### config.mk
export PLATFORM = sky130hd
export DESIGN_NAME = keypad_scan_4x4
export DESIGN_NICKNAME = d
export VERILOG_FILES = /design/src/rtl/keypad_scan_4x4.sv
export SDC_FILE = /design/constraint.sdc
export NUM_CORES = 1
export LEC_CHECK = 0
export BUFFER_PORTS_ARGS = -buffer_cell sky130_fd_sc_hd__buf_2
export CELL_PAD_IN_SITES_DETAIL_PLACEMENT = 1
export CELL_PAD_IN_SITES_GLOBAL_PLACEMENT = 1
export CORE_ASPECT_RATIO = 1.5
export CORE_UTILIZATION = 42
export DETAILED_ROUTE_END_ITERATION = 12
export GPL_ROUTABILITY_DRIVEN = 1
export GPL_TIMING_DRIVEN = 0
export PLACE_DENSITY = 0.72
export SLEW_MARGIN = 40
export SYNTH_ARGS = -nofsm -noshare
export SYNTH_HDL_FRONTEND = slang
export SYNTH_SLANG_ARGS = --single-unit
### constraint.sdc
create_clock -name CLK -period 3.95 [get_ports CLK]
set_clock_uncertainty 0.1 [all_clocks]
set_input_delay 0.395 -clock CLK [delete_from_list [all_inputs] [get_ports CLK]]
set_output_delay 0.395 -clock CLK [all_outputs]
set_load 0.02 [all_outputs]
### src/rtl/keypad_scan_4x4.sv
// keypad_scan_4x4: 4x4 matrix keypad scanner with per-scan debounce.
// Drives one column low at a time, samples the synchronised rows at the end
// of each column step, classifies every full scan as NONE / SINGLE / MULTI
// and debounces press and release over DEBOUNCE_SCANS consecutive scans.
// Optional macro KEYPAD_ACCUM_EN: N shifts in each accepted key code as a
// new low nibble; without it N is simply {4'h0, KEY}.
module keypad_scan_4x4 #(
    parameter int unsigned SCAN_DIV       = 50000,
    parameter int unsigned DEBOUNCE_SCANS = 4
) (
    input  logic       CLK,
    input  logic       RESETN,
    output logic [3:0] COL,
    input  logic [3:0] ROW,
    output logic [3:0] KEY,
    output logic       KEY_VALID,
    output logic       PRESSED,
    output logic [7:0] N
);

    localparam int unsigned   PW         = $clog2(SCAN_DIV);
    localparam logic [PW-1:0] PRESC_LAST = PW'(SCAN_DIV - 1);
    localparam logic [3:0]    DB_TARGET  = 4'(DEBOUNCE_SCANS);

    typedef enum logic [1:0] {
        S_IDLE,
        S_DB_PRESS,
        S_HELD,
        S_DB_REL
    } state_t;

    typedef enum logic [1:0] {
        RES_NONE,
        RES_SINGLE,
        RES_MULTI
    } scan_res_t;

    // Row synchroniser
    logic [3:0]    row_meta;
    logic [3:0]    row_sync;

    // Column stepping
    logic [PW-1:0] presc;
    logic [1:0]    col_idx;
    logic          wrap;
    logic          scan_done;

    // Scan accumulation: hit count saturates at 2 (meaning "two or more")
    logic [1:0]    acc_hits;
    logic [3:0]    acc_code;
    logic [2:0]    col_hits;
    logic [1:0]    col_row;
    logic [2:0]    hits_sum;
    logic [1:0]    hits_merged;
    logic [3:0]    code_merged;
    scan_res_t     scan_res;

    // Debounce FSM and registered outputs
    state_t        state, state_n;
    logic [3:0]    cnt, cnt_n;
    logic [3:0]    cand, cand_n;
    logic [3:0]    key_q, key_n;
    logic          kv_q, kv_n;
    logic          pressed_q, pressed_n;
`ifdef KEYPAD_ACCUM_EN
    logic [7:0]    n_q, n_n;
`endif

    assign wrap      = (presc == PRESC_LAST);
    assign scan_done = wrap && (col_idx == 2'd3);

    // Two-flop synchroniser for the asynchronous row inputs (idle high)
    always_ff @(posedge CLK or negedge RESETN) begin
        if (!RESETN) begin
            row_meta <= '1;
            row_sync <= '1;
        end else begin
            row_meta <= ROW;
            row_sync <= row_meta;
        end
    end

    // Prescaler and column index; the column advances on the wrap cycle
    always_ff @(posedge CLK or negedge RESETN) begin
        if (!RESETN) begin
            presc   <= '0;
            col_idx <= '0;
        end else if (wrap) begin
            presc   <= '0;
            col_idx <= col_idx + 2'd1;
        end else begin
            presc   <= presc + 1'b1;
        end
    end

    assign COL = ~(4'b0001 << col_idx);

    // Fold the current column's sample into the running scan totals
    always_comb begin
        col_hits = '0;
        col_row  = '0;
        for (int unsigned r = 0; r < 4; r++) begin
            if (!row_sync[r]) begin
                col_hits = col_hits + 3'd1;
                col_row  = 2'(r);
            end
        end
        hits_sum    = {1'b0, acc_hits} + col_hits;
        hits_merged = (hits_sum >= 3'd2) ? 2'd2 : hits_sum[1:0];
        code_merged = (acc_hits != 2'd0) ? acc_code : {col_row, col_idx};
        case (hits_merged)
            2'd0:    scan_res = RES_NONE;
            2'd1:    scan_res = RES_SINGLE;
            default: scan_res = RES_MULTI;
        endcase
    end

    // Scan accumulator: updated on each column sample, cleared when the scan completes
    always_ff @(posedge CLK or negedge RESETN) begin
        if (!RESETN) begin
            acc_hits <= '0;
            acc_code <= '0;
        end else if (wrap) begin
            if (col_idx == 2'd3) begin
                acc_hits <= '0;
                acc_code <= '0;
            end else begin
                acc_hits <= hits_merged;
                acc_code <= code_merged;
            end
        end
    end

    // Debounce state register and registered outputs
    always_ff @(posedge CLK or negedge RESETN) begin
        if (!RESETN) begin
            state     <= S_IDLE;
            cnt       <= '0;
            cand      <= '0;
            key_q     <= '0;
            kv_q      <= 1'b0;
            pressed_q <= 1'b0;
`ifdef KEYPAD_ACCUM_EN
            n_q       <= '0;
`endif
        end else begin
            state     <= state_n;
            cnt       <= cnt_n;
            cand      <= cand_n;
            key_q     <= key_n;
            kv_q      <= kv_n;
            pressed_q <= pressed_n;
`ifdef KEYPAD_ACCUM_EN
            n_q       <= n_n;
`endif
        end
    end

    // Next-state: transitions first, then acceptance once the count reaches target.
    // Acceptance is folded into the same evaluation so DEBOUNCE_SCANS=1 accepts
    // straight out of IDLE / HELD without an extra scan.
    always_comb begin
        state_n   = state;
        cnt_n     = cnt;
        cand_n    = cand;
        key_n     = key_q;
        kv_n      = 1'b0;
        pressed_n = pressed_q;
`ifdef KEYPAD_ACCUM_EN
        n_n       = n_q;
`endif
        if (scan_done) begin
            case (state)
                S_IDLE: begin
                    if (scan_res == RES_SINGLE) begin
                        state_n = S_DB_PRESS;
                        cand_n  = code_merged;
                        cnt_n   = 4'd1;
                    end
                end
                S_DB_PRESS: begin
                    if (scan_res == RES_SINGLE) begin
                        if (code_merged == cand) begin
                            cnt_n = cnt + 4'd1;
                        end else begin
                            cand_n = code_merged;
                            cnt_n  = 4'd1;
                        end
                    end else begin
                        state_n = S_IDLE;
                        cnt_n   = '0;
                    end
                end
                S_HELD: begin
                    if (scan_res == RES_NONE) begin
                        state_n = S_DB_REL;
                        cnt_n   = 4'd1;
                    end
                end
                S_DB_REL: begin
                    if (scan_res == RES_NONE) begin
                        cnt_n = cnt + 4'd1;
                    end else begin
                        state_n = S_HELD;
                        cnt_n   = '0;
                    end
                end
                default: begin
                    state_n = S_IDLE;
                    cnt_n   = '0;
                end
            endcase

            if (state_n == S_DB_PRESS && cnt_n == DB_TARGET) begin
                state_n   = S_HELD;
                cnt_n     = '0;
                key_n     = cand_n;
                kv_n      = 1'b1;
                pressed_n = 1'b1;
`ifdef KEYPAD_ACCUM_EN
                n_n       = {n_q[3:0], cand_n};
`endif
            end else if (state_n == S_DB_REL && cnt_n == DB_TARGET) begin
                state_n   = S_IDLE;
                cnt_n     = '0;
                pressed_n = 1'b0;
            end
        end
    end

    assign KEY       = key_q;
    assign KEY_VALID = kv_q;
    assign PRESSED   = pressed_q;
`ifdef KEYPAD_ACCUM_EN
    assign N         = n_q;
`else
    assign N         = {4'h0, key_q};
`endif

endmodule
======== Yosys cells after proc, flatten, opt, wreduce, memory -nomap -nowiden ========
Index checks and enable logic that the tools add are counted.
word-level totals
  register bits after elaboration ......... 48
  output and inout port bits .............. 18
operators by class
  add/subtract/negate cells ............... 7
  magnitude comparators ................... 1
  equal/unequal tests ..................... 11
  shifts and indexed selects .............. 1
  mux-type cells .......................... 38
  bitwise logic cells ..................... 1
  reduce and logical (&&, ||, !) cells .... 10
operators by type and width
  operator                                                           count
  two-way mux 4 bit                                                  13
  two-way mux 2 bit                                                  11
  adder 16 x 1 -> 16 bit, second input constant                      1
  equality test 16 bit, second input constant                        1
  two-way mux 16 bit                                                 1
  one-hot mux 4 bit (4 select lines)                                 1
  adder 3 x 1 -> 3 bit, second input constant                        3
  two-way mux 3 bit                                                  3
  equality test 2 x 1 -> 1 bit, second input constant                4
  equality test 2 bit, second input constant                         4
  one-hot mux 2 bit (4 select lines)                                 1
  one-hot mux 4 bit (2 select lines)                                 1
  zero test 2 bit                                                    3
  two-way mux 1 bit                                                  6
  adder 4 x 1 -> 4 bit, second input constant                        1
  equality test 4 x 3 -> 1 bit, second input constant                1
  equality test 4 bit                                                1
  NOT 4 bit                                                          1
  one-hot mux 2 bit (2 select lines)                                 1
  AND reduction 2 bit                                                2
  nonzero test 2 bit                                                 2
  left shift 1 x 2 -> 4 bit, first input constant                    1
  adder 2 x 3 -> 3 bit                                               1
  greater-or-equal comparator 3 x 2 -> 1 bit, second input constant  1
  other kinds (2)                                                    4

======== Depth between registers and ports, before layout ========
Gate-level depths: netlist (run 1).
  depth in word-level cells ............... 20
  depth in mapped cells ................... 15

======== Worst setup path before layout (run 1) ========
OpenSTA, ideal clock, no wires.
  path kind ............................... flip-flop to flip-flop
  from .................................... reg row_sync[0]
  to ...................................... reg key_q[2] (netlist: KEY[2])
  arrival time ............................ 4.090 ns
  path slack .............................. -0.365 ns
  stages on the path, launching flop included .. 15
  buffers on the path ..................... 1
  cells stage by stage .................... dfstp_2 inv_1 ha_1 xnor2_1 ha_1 mux2_2 fa_1 xnor3_1 or3b_1 buf_2 a32o_1 a41oi_2 nand4_2 nor4_4 mux2_2
on the way
  word-level cells in the longest chain between the ends .. 19
  elaborated cells on any way between the ends .. 34
  those cells by class .................... add/sub (4); order compare (1); eq/ne (4); mux (21); reduce/logical (4)
RTL lines
  what                                                                                             RTL line  text
  start, declared                                                                                  40        logic [3:0] row_sync;
  start signal, assigned                                                                           79        row_sync <= row_meta;
  two-way mux 1 bit (*)                                                                            103       if (!row_sync[r]) begin
  adder 3 x 1 -> 3 bit                                                                             104       col_hits = col_hits + 3'd1;
  two-way mux 3 bit (*)                                                                            103
  adder 3 x 1 -> 3 bit                                                                             104
  two-way mux 3 bit (*)                                                                            103
  adder 3 x 1 -> 3 bit                                                                             104
  two-way mux 3 bit (*)                                                                            103
  adder 2 x 3 -> 3 bit (*)                                                                         108       hits_sum = {1'b0, acc_hits} + col_hits;
  (+3 left out)                                                                                    --
  one-hot mux 2 bit (2 select lines) (*)                                                           111       case (hits_merged)
  equality test 2 x 1 -> 1 bit / zero test 2 bit (equally long branches)                           --
  two-way mux 4 bit, or another cell as far along                                                  182       if (scan_res == RES_SINGLE) begin
  one-hot mux 4 bit (4 select lines) / one-hot mux 2 bit (4 select lines) (equally long branches)  173       case (state)
  two-way mux 4 bit / two-way mux 2 bit (equally long branches)                                    172       if (scan_done) begin
  equality test 4 x 3 -> 1 bit / equality test 2 x 1 -> 1 bit (equally long branches)              214       if (state_n == S_DB_PRESS && cnt_n == DB_TARGET) begin
  logical AND 1 bit                                                                                214
  AND reduction 2 bit (no source line)                                                             --
  end signal, assigned                                                                             150       key_q <= key_n;
  end, declared                                                                                    62        logic [3:0] key_q, key_n;
Every way passes the cells marked *; elsewhere a longest branch is shown, timed or not. The select of a mux whose other input is x is not followed.
A chain may end at the register's enable or synchronous reset.

======== Final worst setup path (run 1) ========
  from .................................... reg row_sync[1]
  to ...................................... reg state[1]
on the way
  word-level cells in the longest chain between the ends .. 18
  elaborated cells on any way between the ends .. 38
  those cells by class .................... add/sub (3); order compare (1); eq/ne (6); mux (24); reduce/logical (4)
RTL lines
  what                                                                                             RTL line  text
  two-way mux 3 bit                                                                                103
  adder 3 x 1 -> 3 bit                                                                             104
  two-way mux 3 bit                                                                                103
  adder 3 x 1 -> 3 bit                                                                             104
  two-way mux 3 bit                                                                                103
  adder 2 x 3 -> 3 bit                                                                             108
  greater-or-equal comparator 3 x 2 -> 1 bit                                                       109       hits_merged = (hits_sum >= 3'd2) ? 2'd2 : hits_sum[1:0];
  two-way mux 2 bit                                                                                109
  (+2 left out)                                                                                    --
  equality test 2 x 1 -> 1 bit / zero test 2 bit (equally long branches)                           --
  two-way mux 4 bit, or another cell as far along                                                  182
  one-hot mux 4 bit (4 select lines) / one-hot mux 2 bit (4 select lines) (equally long branches)  173
  two-way mux 4 bit / two-way mux 2 bit (equally long branches)                                    172
  equality test 4 x 3 -> 1 bit / equality test 2 bit (equally long branches)                       214, 223
  logical AND 1 bit                                                                                223       end else if (state_n == S_DB_REL && cnt_n == DB_TARGET) begin
  two-way mux 2 bit                                                                                223
  two-way mux 2 bit (*)                                                                            214
  end signal, assigned                                                                             147       state <= state_n;
  end, declared                                                                                    59        state_t state, state_n;
Marks and branches as above.

==> metrics.txt, run 1 <==
Hold Crit Class=input pin to async pin; root buf cell=clkbuf_8; FMAX=251 MHz; Primary FF master, synth=dfrtp_1; slowest stage cell, crit path=dfstp_2; crit share post-route=101%; asr flop ratio synth=100%; highest cell delay on the worst timing path=0.56 ns; DP Wirelength=4000 microns; VDD IR max=190 uV; Synth Instances=246; I/O pin count=24; number of diodes=0; failing checks=negative hold slack, negative setup slack; syn_area_per_cell=10.4 sq um; Final min period=3.99 ns; Hold Fails Final Rpt=19; Worst-Margin Slew=0.602 ns; reg2reg start=row_sync[1]; initial antenna violation count=0; Clk pin slew, worst setup/hold paths=0.09 ns; Iter 0 DRT Violations=88; fin util=51.3%; H-tree levels=2; drt drc=0; Yosys warnings=0; Synth Cell Area=2550 sq um; status=finished, violations left; Pre-antenna DRT Iters=4; register area share after synthesis=47.5%; Final TNS setup=-0.120 ns; CP startpoint kind=flop; final instance area=2990 sq um; wire length per cell=15.2 microns; DR vias=1862; Clock Latency Late Sink=0.31 ns; Port Buffers=19; All-Layer GR Usage=19.5%; Site Rows=34; max-slew violations=0; Pleak=0.00141 uW; Vias/cell=5.26; crit-path max FO=3; largest net degree at the start of global routing=49; Synth Register Bits=48; crit path DAT=4.09 ns; Pwr Density=330 nW/um^2; final wirelength=5400 microns; crit path cell chain=inv_2 -> ha_4 -> xnor2_4 -> ha_1 -> mux2_4 -> fa_2 -> xnor3_2 -> or3b_4 -> a32o_1 -> a41oi_2 -> nand4_4 -> buf_4 -> nor3_2 -> mux2_2; CTS buffer count=5; die width=65.7 microns; total gr overflow=0; core area=5830 sq um; Reg area=1210 sq um; Crit. Startpoint=row_sync[1]; setup ws final=-0.0382 ns; global placement routability congestion=0.814; cts hold-fix bufs=0; Post-synth EDFFs=0; CTS sink count=48; Area growth syn-to-layout=17.1%; WS Path Type=flop to flop; share of layout cells above drive strength 1=26.6%; die area=6400 sq um; vias in the first global route=2042; sum of buffers and inverters on the critical path=2; nets=298; Die Ht=97.5 microns; Max-cap violations=0; Fill cells=669; Worst setup EP type=flop; final setup vio count=5; Initial Util=43.8%; CTS tree=yes; Required @ worst endpoint=4.06 ns; multi-input logic area=1300 sq um; critical path's top delay family=adder cells; final antenna-violating net count=0; Placed Area=2790 sq um; library cells used by synthesis=50; Longest Clk Path Bufs=2; final hold slack=-0.0307 ns; slew margin rel.=59.9%; first-pass GRT wire length=9580 microns; RSZ-0062 raised after global routing=true
## stage by stage
stage | std cells | worst slack, ns | total power, uW
after floorplan | 249 | -0.134 | 585
after detailed placement | 340 | -0.466 | 614
after global placement | 340 | -0.375 | 611
after CTS | 354 | -0.152 | 994
after global routing | 354 | -0.204 | 1030
final | 354 | -0.0382 | 988
## worst register-to-register path: cells and delay by family, from the launching register on
family / cells / cell delay, ns
buffers and inverters: 2 / 0.22
flip-flops: 1 / 0.56
XOR/XNOR: 2 / 0.37
multiplexers: 2 / 0.63
AO/OA/AOI/OAI: 2 / 0.46
adder cells (fa/ha/maj): 3 / 0.91
AND/OR/NAND/NOR: 3 / 0.65
## flip-flops by register name (all words and copies together), names as in the netlist
name,cells
row_sync,4
acc_code,4
col_idx,2
acc_hits,2
KEY_VALID,1
KEY,4
state,2
row_meta,4
presc,16
cnt,4
PRESSED,1
cand,4
## logic make-up (layout without fill, tap and decap cells)
| group | after synthesis | after routing | share of synthesized area, % |
|---|---|---|---|
| muxes | 12 | 12 | 5.05 |
| xor gates and xnor gates | 22 | 22 | 8.09 |
| AOI/OAI and AO/OA | 34 | 34 | 9.46 |
| adders and majority gates | 11 | 11 | 5.69 |
| DFF | 48 | 48 | 47.5 |
| buffers and inverters | 25 | 58 | 5.20 |
| other | 1 | 4 | 0.147 |
| and+or+nand+nor | 93 | 93 | 18.9 |
## per-layer routing
layer | vias up | GRT usage (%) | share of wire [%] | wire length [microns]
met3 | 10 | 3.76 | 2.2 | 119
met1 | 924 | 22.5 | 39 | 2120
li1 | 908 | - | - | -
met5 | - | 0 | 0 | 0
met4 | 0 | 7.19 | 1.9 | 105
met2 | 20 | 34.5 | 57 | 3050
## path summary, 6_finish.rpt
path | slack (ns) | end | depth (start not counted)
setup / recovery | -0.04 | state[1] | 14
hold reg to reg | 0.26 | row_sync[3] | 0
max in group asynchronous | 3.35 | presc[13] | 1
hold / removal | -0.03 | cnt[3] | 1
min in group CLK | 0.07 | row_meta[1] | 1
setup reg to reg | -0.04 | state[1] | 14
## synth_stat cells, drive strengths merged (2+ instances only)
| cell | number | share of area [%] |
|---|---|---|
| dfrtp | 40 | 39 |
| nor2 | 23 | 3.4 |
| nand2 | 22 | 3.2 |
| o21ai | 15 | 2.9 |
| xor2 | 14 | 4.8 |
| inv | 13 | 1.9 |
| nand3 | 13 | 2.5 |
| buf | 10 | 3.0 |
| ha | 10 | 4.9 |
| dfstp | 8 | 8.2 |
| mux2 | 7 | 3.1 |
| nor3 | 7 | 1.4 |
| xnor2 | 7 | 2.4 |
| nor2b | 6 | 1.8 |
| and3 | 5 | 1.2 |
| mux2i | 5 | 2.0 |
| nand2b | 4 | 0.98 |
| nand4 | 4 | 1.2 |
| a22o | 3 | 1.0 |
| a31oi | 2 | 0.49 |
| clkbuf | 2 | 0.29 |
| nor4 | 2 | 1.1 |
| o31ai | 2 | 0.59 |
## where the power goes
| part | internal (uW) | switching (uW) |
|---|---|---|
| combinational | 58.7 | 69.9 |
| sequential | 499 | 3.62 |
| clock | 188 | 169 |
| total | 745 | 242 |
## layout by cell type (no fill, tap or decap), drive strengths merged, types with 5 or more instances in the layout
cell type / instances
dfrtp: 40
buf: 35
nor2: 23
nand2: 22
o21ai: 15
xor2: 14
nand3: 13
inv: 13
ha: 10
dfstp: 8
clkbuf: 8
xnor2: 7
nor3: 7
mux2: 7
nor2b: 6
and3: 5
mux2i: 5
## final cells by class
| cell class | count | area share (%) |
|---|---|---|
| multi-input combinational | 176 | 43.6 |
| sequential | 48 | 40.5 |
| timing repair buffer | 26 | 5.02 |
| tap | 72 | 3.01 |
| buffer | 11 | 2.64 |
| clock buffer | 6 | 2.43 |
| inverter | 13 | 1.63 |
| clock inverter | 2 | 1.17 |
## timing repair
| item | 4_1_cts | 5_1_grt |
|---|---|---|
| gates resized for setup | 7 | 5 |
| setup endpoints to repair | 7 | 9 |
| pin swaps | 5 | 0 |
| buffers inserted | 6 | 1 |
No activity file was read; power rests on OpenSTA's default activity.
==> inputs of run 2 (changes only) <==
--- a/config.mk
+++ b/config.mk
@@ -13,7 +13,7 @@
 export DETAILED_ROUTE_END_ITERATION = 12
 export GPL_ROUTABILITY_DRIVEN = 1
 export GPL_TIMING_DRIVEN = 0
-export PLACE_DENSITY = 0.72
+export PLACE_DENSITY = 0.81
 export SLEW_MARGIN = 40
 export SYNTH_ARGS = -nofsm -noshare
 export SYNTH_HDL_FRONTEND = slang
==> run 2 against run 1 <==
Register-to-register slack improved by 0.08 ns. Highest routed layer unchanged. The run ends with negative hold slack left. Sequential power about the same. Clock-buffer cell count is 1 higher. Largest power group unchanged. Largest cell class unchanged. Via count increased by 3.2%. Critical path depth unchanged. Fmax up 2.2%. Worst hold slack better by 0.022 ns.
==> metrics.txt, run 2 (same netlist as run 1, synthesis figures left out) <==
die area=6400 sq um (unchanged); Reg area=1210 sq um (unchanged); global placement routability congestion=0.831 (+2.1%); core area=5830 sq um (unchanged); Internal=745 uW (about the same); Clk pin slew, worst setup/hold paths=0.09 ns (about the same); most frequent cells in the layout=dfrtp_1 (40), nand2_1 (22), nor2_1 (22); Longest Clk Path Bufs=2 (unchanged); Initial Util=43.8% (unchanged); die width=65.7 microns (unchanged); Pleak=0.00143 uW (+1.4%); Top reg by flops=presc; Clock Latency Late Sink=0.30 ns (about the same); max-slew violations=0 (unchanged); RSZ-0062 raised after global routing=true; I/O pin count=24 (unchanged); cells on worst reg2reg path=14 (unchanged); met3 wire length=157 microns (+32%); crit path DAT=4.00 ns (-0.09 ns); total gr overflow=0 (unchanged); highest cell delay on the worst timing path=0.54 ns (-0.02 ns); final wirelength=5420 microns (+0.33%); Pre-antenna DRT Iters=4 (unchanged); H-tree levels=2 (unchanged); sw frac=23.9% (-0.63 points); Hold Fails Final Rpt=7 (-12); CTS sink count=48 (unchanged); crit path cell chain=inv_2 -> ha_4 -> xnor2_4 -> ha_4 -> mux2_4 -> fa_2 -> xnor3_1 -> or3b_4 -> a32o_2 -> a41oi_2 -> nand4_4 -> nor4_4 -> buf_4 -> mux2_4; DP Wirelength=3830 microns (-4.2%); first-pass GRT wire length=9490 microns (-0.94%); Max-cap violations=0 (unchanged); Pwr Density=325 nW/um^2 (-1.6%); DR top layer=met4; root buf cell=clkbuf_8; Iter 0 DRT Violations=59 (-33%); number of diodes=0 (unchanged); crit share post-route=98.8% (-2.1 points); DR vias=1921 (+3.2%); Worst setup EP type=flop; slew margin rel.=59.7% (-0.18 points); final setup vio count=0 (-5); multi-input logic area=1300 sq um (unchanged); drt drc=0 (unchanged); cts hold-fix bufs=0 (unchanged); FF-to-FF End=KEY[2]; max reg flops=16 (unchanged); All-Layer GR Usage=19.0% (-0.55 points); Final TNS setup=0 ns (+0.120 ns); Die Ht=97.5 microns (unchanged); Required @ worst endpoint=4.04 ns (-0.02 ns); setup ws final=0.0461 ns (+0.0843 ns); met2 wire length=2980 microns (-2.6%); Fill cells=670 (+0.15%); wire length per cell=15.2 microns (-0.51%); nets=301 (+1.0%); WS Path Type=flop to flop; CP startpoint kind=flop; CTS buffer count=5 (unchanged); Sequential Power Share=51.3% (+0.5 points); VDD IR max=190 uV (+0.17%); Hold Crit Class=input pin to async pin; wire length on met1=2120 microns (+0.19%); total power=979 uW (-0.88%); FMAX=256 MHz (+2.2%); CTS tree=yes; Switch Pwr=234 uW (-3.4%); final antenna-violating net count=0 (unchanged); share of layout cells above drive strength 1=26.7% (+0.071 points); crit-path max FO=5 (+2); reg2reg start=row_sync[1]; largest net degree at the start of global routing=49 (unchanged); Worst-Margin Slew=0.605 ns (+0.00264 ns); Area growth syn-to-layout=17.9%; Site Rows=34 (unchanged); sum of buffers and inverters on the critical path=2 (unchanged); power share of the clock group=35.7% (-0.4 points); commonest non-fill, non-tap cell in the layout=dfrtp_1; initial antenna violation count=0 (unchanged); Final min period=3.90 ns (-0.0843 ns); final hold slack=-0.00835 ns (+0.0224 ns); Comb pwr share=13.0% (about the same); Port Buffers=19 (unchanged); FF-to-FF setup slack=0.05 ns (+0.08 ns); slowest stage cell, crit path=dfstp_2; failing checks=negative hold slack; dpl ws=-0.436 ns (+0.0301 ns); Vias/cell=5.38 (+2.3%); status=finished, violations left; critical path's top delay family=adder cells; vias in the first global route=2100 (+2.8%)
-- run 2: how the worst max path moves through the flow --
stage	startpoint	end	slack, ns	cells after the start
2_1_floorplan	row_sync[1]	KEY[2]	-0.13	14
3_3_place_gp	row_sync[1]	KEY[2]	-0.37	14
3_5_place_dp	row_sync[1]	KEY[2]	-0.44	14
4_1_cts	row_sync[1]	KEY[2]	-0.03	15
5_1_grt	row_sync[1]	KEY[2]	-0.1	14
6_report	row_sync[1]	KEY[2]	0.05	14
-- run 2: cell type report --
class	instances	area share, %
buffer	11	2.62
multi-input combinational	176	43.3
sequential	48	40.2
clock inverter	1	0.998
tap	72	2.99
inverter	13	1.62
clock buffer	7	2.54
timing repair buffer	29	5.74
-- run 2: through the flow --
stage / util, % / hold slack [ns] / cell area [sq um] / std cells
after global placement: 47.9 / 0.246 / 2790 / 340
final: 51.7 / -0.00835 / 3010 / 357
after CTS: 51.6 / 0.0242 / 3010 / 358
after detailed placement: 47.9 / 0.247 / 2790 / 340
after floorplan: - / -0.000591 / 2600 / 249
after global routing: 51.7 / 0.0425 / 3010 / 357
-- run 2: repair_timing --
item                       in CTS  in global routing
gates resized for setup         6                  4
buffers inserted               10                  0
setup endpoints to repair       7                  7
pin swaps                       4                  1
-- run 2: metal layers --
metal  global-route usage, %  vias up
li1                        -      909
met1                    21.0      958
met2                    34.2       40
met3                    3.40       14
met4                    7.86        0
met5                       0        -
-- run 2: power groups by stage --
stage	logic (uW)	clock network, uW	registers, uW
5_1_grt	139	375	503
4_1_cts	127	364	502
6_report	127	350	502
3_5_place_dp	102	0	511
2_1_floorplan	74.3	0	510
3_3_place_gp	99.4	0	511
